### config.mk
export PLATFORM = sky130hd
export DESIGN_NAME = pipe_ctrl_flat
export DESIGN_NICKNAME = d
export VERILOG_FILES = /design/src/rtl/pipe_ctrl_pkg.sv /design/src/rtl/pipe_ctrl_if.sv /design/src/rtl/pipe_ctrl_hazard_detect.sv /design/src/rtl/pipe_ctrl.sv /design/src/flat_wrapper.sv
export SDC_FILE = /design/constraint.sdc
export NUM_CORES = 1
export LEC_CHECK = 0
export ABC_AREA = 1
export CAP_MARGIN = 5
export CORE_ASPECT_RATIO = 0.7
export CORE_MARGIN = 2
export CORE_UTILIZATION = 47
export DETAILED_ROUTE_END_ITERATION = 10
export HOLD_SLACK_MARGIN = 0.15
export PLACE_DENSITY = 0.85
export SLEW_MARGIN = 20
export SYNTH_ARGS = -nofsm -noshare
export SYNTH_HDL_FRONTEND = slang
export SYNTH_HIERARCHICAL = 1
export SYNTH_SLANG_ARGS = --single-unit
### constraint.sdc
create_clock -name clk -period 4.1 [get_ports clk]
set_input_delay 0.82 -clock clk [delete_from_list [all_inputs] [get_ports clk]]
set_output_delay 0.82 -clock clk [all_outputs]
set_load 0.02 [all_outputs]
### src/rtl/pipe_ctrl_pkg.sv
// Shared types and defaults for the pipeline hazard / mult-div controller.
// State encodings, cycle defaults and the segment bundle used by stall/refresh.
package pipe_ctrl_pkg;

  localparam int MUL_CYC_DEF = 2;
  localparam int DIV_CYC_DEF = 33;
  localparam int CNT_W       = 6;

  typedef enum logic [1:0] {
    ST_IDLE = 2'd0,
    ST_MUL  = 2'd1,
    ST_DIV  = 2'd2,
    ST_DONE = 2'd3
  } md_state_e;

  // One bit per pipeline segment register.
  typedef struct packed {
    logic if_id;
    logic id_ex;
    logic ex_mem;
  } seg_t;

endpackage

### src/rtl/pipe_ctrl_if.sv
// Handshake bundle between the pipeline datapath and pipe_ctrl.
// master: datapath side (drives hazard inputs); slave: the controller.
interface pipe_ctrl_if;

  logic       id_rs_ren;
  logic       id_rt_ren;
  logic [4:0] id_rs;
  logic [4:0] id_rt;
  logic       ex_load;
  logic       ex_regwen;
  logic       ex_mult;
  logic       ex_div;
  logic [4:0] ex_wreg;
  logic       mem_req;
  logic       mem_ok;
  logic       exc_flush;

  logic       if_id_stall;
  logic       id_ex_stall;
  logic       ex_mem_stall;
  logic       if_id_refresh;
  logic       id_ex_refresh;
  logic       ex_mem_refresh;
  logic       md_start;
  logic       md_abort;
  logic       md_busy;

  modport master (
    output id_rs_ren, id_rt_ren, id_rs, id_rt,
    output ex_load, ex_regwen, ex_mult, ex_div,
    output ex_wreg, mem_req, mem_ok, exc_flush,
    input  if_id_stall, id_ex_stall, ex_mem_stall,
    input  if_id_refresh, id_ex_refresh,
    input  ex_mem_refresh,
    input  md_start, md_abort, md_busy
  );

  modport slave (
    input  id_rs_ren, id_rt_ren, id_rs, id_rt,
    input  ex_load, ex_regwen, ex_mult, ex_div,
    input  ex_wreg, mem_req, mem_ok, exc_flush,
    output if_id_stall, id_ex_stall, ex_mem_stall,
    output if_id_refresh, id_ex_refresh,
    output ex_mem_refresh,
    output md_start, md_abort, md_busy
  );

endinterface

### src/rtl/pipe_ctrl_hazard_detect.sv
// Load-use hazard compare: EX load writing a GPR that ID reads.
// Ports: ID read enables/regs, EX load attributes in; load_use_o out.
module hazard_detect (
  input  logic       id_rs_ren_i,
  input  logic       id_rt_ren_i,
  input  logic [4:0] id_rs_i,
  input  logic [4:0] id_rt_i,
  input  logic       ex_load_i,
  input  logic       ex_regwen_i,
  input  logic [4:0] ex_wreg_i,
  output logic       load_use_o
);

  logic rs_hit;
  logic rt_hit;

  assign rs_hit = id_rs_ren_i && (id_rs_i == ex_wreg_i);
  assign rt_hit = id_rt_ren_i && (id_rt_i == ex_wreg_i);

  // r0 is hardwired, so a load "into" it never creates a hazard.
  assign load_use_o = ex_load_i && ex_regwen_i &&
                      (ex_wreg_i != 5'd0) &&
                      (rs_hit || rt_hit);

endmodule

### src/rtl/pipe_ctrl.sv
// Pipeline stall/refresh control plus mult/div busy sequencing.
// Ports: clk, reset (sync, active-high), pc (pipe_ctrl_if.slave).
module pipe_ctrl
  import pipe_ctrl_pkg::*;
#(
  parameter int MUL_CYC = MUL_CYC_DEF,
  parameter int DIV_CYC = DIV_CYC_DEF
) (
  input  logic       clk,
  input  logic       reset,
  pipe_ctrl_if.slave pc
);

  localparam logic [CNT_W-1:0] MUL_LD =
    CNT_W'(MUL_CYC - 1);
  localparam logic [CNT_W-1:0] DIV_LD =
    CNT_W'(DIV_CYC - 1);

  md_state_e        state_q, state_d;
  logic [CNT_W-1:0] cnt_q, cnt_d;

  logic load_use;
  logic mem_wait;
  logic busy;
  logic start;
  logic abort;
  seg_t stall;
  seg_t refresh;

  hazard_detect u_hazard (
    .id_rs_ren_i (pc.id_rs_ren),
    .id_rt_ren_i (pc.id_rt_ren),
    .id_rs_i     (pc.id_rs),
    .id_rt_i     (pc.id_rt),
    .ex_load_i   (pc.ex_load),
    .ex_regwen_i (pc.ex_regwen),
    .ex_wreg_i   (pc.ex_wreg),
    .load_use_o  (load_use)
  );

  assign mem_wait = pc.mem_req && !pc.mem_ok;
  assign busy     = (state_q == ST_MUL) ||
                    (state_q == ST_DIV);

  always_ff @(posedge clk) begin
    if (reset) begin
      state_q <= ST_IDLE;
      cnt_q   <= '0;
    end else begin
      state_q <= state_d;
      cnt_q   <= cnt_d;
    end
  end

  // A mult/div waiting in EX behind a stalled MEM must
  // not launch; it starts once the memory wait clears.
  always_comb begin
    state_d = state_q;
    cnt_d   = cnt_q;
    start   = 1'b0;
    abort   = 1'b0;
    if (pc.exc_flush) begin
      state_d = ST_IDLE;
      cnt_d   = '0;
      abort   = busy;
    end else begin
      case (state_q)
        ST_IDLE: begin
          if ((pc.ex_mult || pc.ex_div) && !mem_wait) begin
            start   = 1'b1;
            state_d = pc.ex_div ? ST_DIV : ST_MUL;
            cnt_d   = pc.ex_div ? DIV_LD : MUL_LD;
          end
        end
        ST_MUL, ST_DIV: begin
          if (cnt_q == '0) state_d = ST_DONE;
          else cnt_d = cnt_q - 1'b1;
        end
        ST_DONE: begin
          if (!mem_wait) state_d = ST_IDLE;
        end
        default: state_d = ST_IDLE;
      endcase
    end
  end

  always_comb begin
    stall   = '0;
    refresh = '0;
    if (pc.exc_flush) begin
      refresh = '{1'b1, 1'b1, 1'b1};
    end else if (mem_wait) begin
      stall = '{1'b1, 1'b1, 1'b1};
    end else if (start || busy) begin
      stall          = '{1'b1, 1'b1, 1'b0};
      refresh.ex_mem = 1'b1;
    end else if (load_use) begin
      stall.if_id   = 1'b1;
      refresh.id_ex = 1'b1;
    end
  end

  assign pc.if_id_stall    = stall.if_id;
  assign pc.id_ex_stall    = stall.id_ex;
  assign pc.ex_mem_stall   = stall.ex_mem;
  assign pc.if_id_refresh  = refresh.if_id;
  assign pc.id_ex_refresh  = refresh.id_ex;
  assign pc.ex_mem_refresh = refresh.ex_mem;
  assign pc.md_start       = start;
  assign pc.md_abort       = abort;
  assign pc.md_busy        = busy;

endmodule

### src/flat_wrapper.sv
// flat-port wrapper written by rule: the top's interface ports become plain ports
module pipe_ctrl_flat import pipe_ctrl_pkg::*;
#(
  parameter int MUL_CYC = MUL_CYC_DEF,
  parameter int DIV_CYC = DIV_CYC_DEF
)
  (clk, reset, pc_id_rs_ren, pc_id_rt_ren, pc_id_rs, pc_id_rt, pc_ex_load, pc_ex_regwen, pc_ex_mult, pc_ex_div, pc_ex_wreg, pc_mem_req, pc_mem_ok, pc_exc_flush, pc_if_id_stall, pc_id_ex_stall, pc_ex_mem_stall, pc_if_id_refresh, pc_id_ex_refresh, pc_ex_mem_refresh, pc_md_start, pc_md_abort, pc_md_busy);
  pipe_ctrl_if pc_i ();
  input  logic clk;
  input  logic reset;
  input wire logic [$bits(pc_i.id_rs_ren)-1:0] pc_id_rs_ren;
  input wire logic [$bits(pc_i.id_rt_ren)-1:0] pc_id_rt_ren;
  input wire logic [$bits(pc_i.id_rs)-1:0] pc_id_rs;
  input wire logic [$bits(pc_i.id_rt)-1:0] pc_id_rt;
  input wire logic [$bits(pc_i.ex_load)-1:0] pc_ex_load;
  input wire logic [$bits(pc_i.ex_regwen)-1:0] pc_ex_regwen;
  input wire logic [$bits(pc_i.ex_mult)-1:0] pc_ex_mult;
  input wire logic [$bits(pc_i.ex_div)-1:0] pc_ex_div;
  input wire logic [$bits(pc_i.ex_wreg)-1:0] pc_ex_wreg;
  input wire logic [$bits(pc_i.mem_req)-1:0] pc_mem_req;
  input wire logic [$bits(pc_i.mem_ok)-1:0] pc_mem_ok;
  input wire logic [$bits(pc_i.exc_flush)-1:0] pc_exc_flush;
  output wire logic [$bits(pc_i.if_id_stall)-1:0] pc_if_id_stall;
  output wire logic [$bits(pc_i.id_ex_stall)-1:0] pc_id_ex_stall;
  output wire logic [$bits(pc_i.ex_mem_stall)-1:0] pc_ex_mem_stall;
  output wire logic [$bits(pc_i.if_id_refresh)-1:0] pc_if_id_refresh;
  output wire logic [$bits(pc_i.id_ex_refresh)-1:0] pc_id_ex_refresh;
  output wire logic [$bits(pc_i.ex_mem_refresh)-1:0] pc_ex_mem_refresh;
  output wire logic [$bits(pc_i.md_start)-1:0] pc_md_start;
  output wire logic [$bits(pc_i.md_abort)-1:0] pc_md_abort;
  output wire logic [$bits(pc_i.md_busy)-1:0] pc_md_busy;
  assign pc_i.id_rs_ren = pc_id_rs_ren;
  assign pc_i.id_rt_ren = pc_id_rt_ren;
  assign pc_i.id_rs = pc_id_rs;
  assign pc_i.id_rt = pc_id_rt;
  assign pc_i.ex_load = pc_ex_load;
  assign pc_i.ex_regwen = pc_ex_regwen;
  assign pc_i.ex_mult = pc_ex_mult;
  assign pc_i.ex_div = pc_ex_div;
  assign pc_i.ex_wreg = pc_ex_wreg;
  assign pc_i.mem_req = pc_mem_req;
  assign pc_i.mem_ok = pc_mem_ok;
  assign pc_i.exc_flush = pc_exc_flush;
  assign pc_if_id_stall = pc_i.if_id_stall;
  assign pc_id_ex_stall = pc_i.id_ex_stall;
  assign pc_ex_mem_stall = pc_i.ex_mem_stall;
  assign pc_if_id_refresh = pc_i.if_id_refresh;
  assign pc_id_ex_refresh = pc_i.id_ex_refresh;
  assign pc_ex_mem_refresh = pc_i.ex_mem_refresh;
  assign pc_md_start = pc_i.md_start;
  assign pc_md_abort = pc_i.md_abort;
  assign pc_md_busy = pc_i.md_busy;
  pipe_ctrl #(.MUL_CYC(MUL_CYC), .DIV_CYC(DIV_CYC)) u_core (.clk(clk), .reset(reset), .pc(pc_i));
endmodule
# Word level (Yosys, flattened, before mapping)
# Cells that the tools add are included.
[totals]
regBits = 8
input_bits = 26
output_inout_bits = 9
elab_cells = 56
[classes]
addsub = 1
n_eq_ne = 9
mux = 23
reduce_logical = 21
[ops]
columns = ["op", "n"]
rows = [
  ["two-way mux 6 bit", 3],
  ["two-way mux 2 bit", 7],
  ["one-hot mux 6 bit (2 select lines)", 1],
  ["equality test 5 bit", 2],
  ["two-way mux 1 bit", 9],
  ["logical AND 1 bit", 7],
  ["zero test 6 bit", 1],
  ["two-way mux 3 bit", 2],
  ["one-hot mux 2 bit (3 select lines)", 1],
  ["AND reduction 3 bit", 2],
  ["subtractor 6 x 1 -> 6 bit (second input constant)", 1],
  ["nonzero test 5 bit", 1],
  ["equality test 2 bit (second input constant)", 2],
  ["logical OR 1 bit", 4],
  ["inequality test 2 x 1 -> 1 bit (second input constant)", 2],
  ["inequality test 2 bit (second input constant)", 2],
  ["OR reduction 2 bit", 2],
  ["equality test 2 x 1 -> 1 bit (second input constant)", 1],
  ["zero test 1 bit", 2],
  ["zero test 2 bit", 1],
  ["nonzero test 2 bit", 1],
]

# Longest topological paths before layout
[logic_depth]
ltp_word = 11
ltp_mapped = 9
ltp_nobuf = 8

# Hierarchy
# The synthesis kept the hierarchy.
[by_module_without_submodules]
columns = ["module", "instances", "cells_each", "area_per_inst_um2", "seq_area_each_um2"]
rows = [
  ["pipe_ctrl", 1, 116, 703.2, 160.2],
  ["hazard_detect", 1, 56, 220.2, 0.0],
]

# Worst setup path before layout
# No wires, ideal clock.
[synth_timing]
kind = "input -> output"
startpoint = "in pc_mem_ok"
endpoint = "out pc_if_id_stall"
t_arrival_ns = 1.708
t_required_ns = 3.280
setup_slack_ns = 1.572
stages = 8
n_path_buf = 0
path_cell_list = "inv_1 nand2_2 nand2_2 nor3_2 nor2_2 nand2_1 nand2_1 nand2_1"
[synth_via]
elab_chain_len = 11
[synth_rtl]
columns = ["element", "line", "rtl"]
rows = [
  ["from (decl)", "flat_wrapper.sv:21", "input wire logic [$bits(pc_i.mem_ok)-1:0] pc_mem_ok;"],
  ["zero test 1 bit", "pipe_ctrl.sv:41", "assign mem_wait = pc.mem_req && !pc.mem_ok;"],
  ["logical AND 1 bit", "pipe_ctrl.sv:41", ""],
  ["zero test 1 bit", "pipe_ctrl.sv:69", "if ((pc.ex_mult || pc.ex_div) && !mem_wait) begin"],
  ["logical AND 1 bit", "pipe_ctrl.sv:69", ""],
  ["two-way mux 1 bit", "pipe_ctrl.sv:69", ""],
  ["two-way mux 1 bit", "pipe_ctrl.sv:67", "case (state_q)"],
  ["two-way mux 1 bit", "pipe_ctrl.sv:62", "if (pc.exc_flush) begin"],
  ["named net pc_md_start", "flat_wrapper.sv:29", "output wire logic [$bits(pc_i.md_start)-1:0] pc_md_start;"],
  ["logical OR 1 bit", "pipe_ctrl.sv:94", "end else if (start || busy) begin"],
  ["two-way mux 1 bit", "pipe_ctrl.sv:94", ""],
  ["two-way mux 3 bit", "pipe_ctrl.sv:92", "end else if (mem_wait) begin"],
  ["two-way mux 3 bit", "pipe_ctrl.sv:90", "if (pc.exc_flush) begin"],
  ["to (decl)", "flat_wrapper.sv:23", "output wire logic [$bits(pc_i.if_id_stall)-1:0] pc_if_id_stall;"],
]
# The timed path passes the listed nets, and every way through them passes these cells.

# Worst setup path in the final report
[layout_timing]
startpoint = "in pc_ex_wreg[4]"
endpoint = "out pc_id_ex_refresh"
[layout_via]
elab_chain_len = 8
elab_cells_between_ends = 12
classes_between = "eq/ne: 2; mux: 4; reduce/logical: 6"
[layout_rtl]
columns = ["element", "line", "rtl"]
rows = [
  ["from (decl)", "flat_wrapper.sv:19", "input wire logic [$bits(pc_i.ex_wreg)-1:0] pc_ex_wreg;"],
  ["equality test 5 bit (on tied branches)", "pipe_ctrl_hazard_detect.sv:17, pipe_ctrl_hazard_detect.sv:18", ""],
  ["logical AND 1 bit (on tied branches)", "pipe_ctrl_hazard_detect.sv:17, pipe_ctrl_hazard_detect.sv:18", ""],
  ["logical OR 1 bit", "pipe_ctrl_hazard_detect.sv:23", "(rs_hit || rt_hit);"],
  ["logical AND 1 bit *", "pipe_ctrl_hazard_detect.sv:22", "(ex_wreg_i != 5'd0) &&"],
  ["named net u_core.load_use", "pipe_ctrl.sv:22", "logic load_use;"],
  ["two-way mux 1 bit *", "pipe_ctrl.sv:97", "end else if (load_use) begin"],
  ["two-way mux 1 bit *", "pipe_ctrl.sv:94", ""],
  ["two-way mux 2 bit *", "pipe_ctrl.sv:92", ""],
  ["two-way mux 2 bit *", "pipe_ctrl.sv:90", ""],
  ["to (decl)", "flat_wrapper.sv:27", "output wire logic [$bits(pc_i.id_ex_refresh)-1:0] pc_id_ex_refresh;"],
]
# The timed path passes the listed nets; every way through them passes the cells marked *.

==> out/metrics.csv <==
metric,value,unit
status,"finished, final reports clean",
fp.dieArea,2340,µm²
drive_gt1_frac,0.0870,
syn_nets,203,
maxCapViolCount,0,
cts_inserted_buffers,3,
synth_fa_ha_area_frac,0.0678,
clockBufferDepth,2,
synth_top_family_by_area,simple AND/OR/NAND/NOR gates,
cp.arrival,2.69,ns
synth-xor-area-share,0.00949,
worst_pin_slew,0.365,ns
cts_sinks,8,
start_util,0.498,
rows,13,
finalClockSkew,0.00692,ns
power_density,253,nW/µm²
cts_resized,0,
crit_required,3.28,ns
max_freq,285,MHz
hold_viol,0,
synth-seq-area-share,0.173,
path_max_fanout,4,
finalSetupViolations,0,
hold_buffers,0,
synth-compound-area-share,0.0488,
grt_pass1_vias,928,
path_class,input pin to output pin,
grt_usage,0.228,
postRouteAntennaNets,0,
antenna_found_initial,0,
clk_latency,0.25,ns
rrSetupSlack,2.43,ns
fp.dieW,57.0,µm
cts_tree,done,
fin_nets,240,
path_cells,clkdlybuf4s50_1 -> inv_2 -> nand2_2 -> nand2_1 -> nor2_1 -> nand3_1 -> a21oi_1 -> nand3_1 -> nand2_1 -> clkdlybuf4s50_1,
root_buffer,clkbuf_4,
synth_cell_types,20,
diodes,0,
drc,0,
grt_max_degree,11,
ioPinCount,35,
post-route-period-util,0.856,
fillers,164,
cts_setup_buffers,0,
ir_drop,0.000209,V
slowest_delay,0.60,ns
worst_hold_path_type,flop to flop,
core_area,1850,µm²
rsz0062_at_grt,false,
place.gp.congestion,0.987,
startpoint_type,input pin,
io_buffers,34,
end_kind,output pin,
synth_mux_area_frac,0,
gr-total-overflow,0,
slew_violations,0,
syn-cell-area,923,µm²
synthSimpleGateAreaFrac,0.542,
hold_slack,0.515,ns
first_pass_iters,4,
worstSetupStartpoint,pc_ex_wreg[4],
syn_inst,172,
synth_warnings,6,
synth_seq_cells,8,
p_leak,0.000699,µW
path_buf_inv,3,
via_count,1104,
drt_wl_total,2.52,mm
cp_top_family,buffers and inverters,
synthToLayoutAreaGrowth,40.2,%
htreeDepth,1,
avgSynthCellArea,5.37,µm²
wire_per_inst,11.0,µm
layout_commonest_cell,nand2_1,
most-common-layout-cells,"57 x nand2_1, 34 x clkdlybuf4s50_1, 31 x inv_1, 28 x nor2_1, 14 x nand3_1",
viasPerCell,4.82,
grt_pass1_wl,4.07,mm
timing.rr.start,u_core/state_q[0]$_SDFFE_PP0P_,
hpwl,2.14,mm
hp-start,u_core/cnt_q[4]$_SDFFE_PP0P_,
fin_setup_tns,0,ns
path_clk_slew,0.06,ns
chipHeight,41.1,µm
drtIter0Drc,48,
critPathSlowestCell,clkdlybuf4s50_1,
relSlewSlack,0.757,
period_minus_slack,3.51,ns
-- cells by family (layout without fill, tap and decap cells) --
logic type                 after synthesis  in the layout
AOI/OAI and AO/OA                        9              9
xor gates and xnor gates                 1              1
adders and majority gates                5              5
buffers and inverters                   36             71
DFF                                      8              8
and+or+nand+nor                        113            113
-- metrics by stage --
stage / util / setup slack (ns) / cells / total power, µW / cell area, µm²
after global placement: 0.686 / 0.611 / 226 / 263 / 1270
after detailed placement: 0.686 / 0.595 / 226 / 268 / 1270
after CTS: 0.698 / 0.589 / 229 / 329 / 1290
after global routing: 0.698 / 0.438 / 229 / 357 / 1290
final: 0.698 / 0.592 / 229 / 328 / 1290
after floorplan: - / 1.57 / 172 / 206 / 923
-- registers in the layout (all words and copies together), names as in the netlist --
| register | count |
|---|---|
| u_core/state_q | 2 |
| u_core/cnt_q | 6 |
-- layout make-up --
| class | count | area (µm²) | share of cell area |
|---|---|---|---|
| Clock buffer | 3 | 22.5 | 0.0174 |
| Inverter | 34 | 128 | 0.0986 |
| Multi-Input combinational cell | 128 | 617 | 0.476 |
| Sequential cell | 8 | 160 | 0.124 |
| Tap cell | 22 | 27.5 | 0.0213 |
| Timing Repair Buffer | 34 | 340 | 0.263 |
-- where the power goes --
part / internal (µW) / switching [µW] / leakage (µW) / total, µW
logic: 77.6 / 103 / 0.000620 / 181
registers: 83.4 / 5.01 / 0.0000650 / 88.4
clock network: 33.4 / 25.2 / 0.0000138 / 58.6
total: 194 / 133 / 0.000699 / 328
-- path summary, 6_finish.rpt --
check | to | depth (start not counted)
setup / recovery | pc_id_ex_refresh | 10
hold / removal | u_core/cnt_q[4]$_SDFFE_PP0P_ | 2
setup reg to reg | u_core/cnt_q[5]$_SDFFE_PP0P_ | 8
hold reg to reg | u_core/cnt_q[4]$_SDFFE_PP0P_ | 2
-- synth_stat cells --
cell type / n / area share
a21oi_1: 7 / 0.038
nor2_4: 1 / 0.012
nand2_4: 1 / 0.012
nor3_2: 1 / 0.011
buf_4: 1 / 0.0081
nor2_1: 28 / 0.11
inv_2: 3 / 0.012
nand4_1: 1 / 0.0068
nand2_1: 57 / 0.23
o21ai_0: 2 / 0.011
ha_1: 5 / 0.068
inv_1: 31 / 0.13
nand3_2: 3 / 0.033
nor2_2: 1 / 0.0068
xnor2_1: 1 / 0.0095
nor3_1: 1 / 0.0054
nand3_1: 14 / 0.076
buf_6: 1 / 0.012
nand2_2: 5 / 0.034
dfxtp_1: 8 / 0.17
-- metal layers --
| metal | track usage | share of wire | wire [µm] |
|---|---|---|---|
| met2 | 0.417 | 0.45 | 1140 |
| met1 | 0.301 | 0.49 | 1230 |
| met4 | 0.00581 | 0 | 0 |
| met5 | 0 | 0 | 0 |
| met3 | 0.0442 | 0.063 | 158 |
-- worst register-to-register path: cells and delay by family (launching register included) --
kind	cells	cell delay (ns)
and+or+nand+nor	5	0.51
buffers and inverters	2	0.27
DFF	1	0.33
adders and majority gates	1	0.51
No activity file was read; power rests on OpenSTA's default activity.
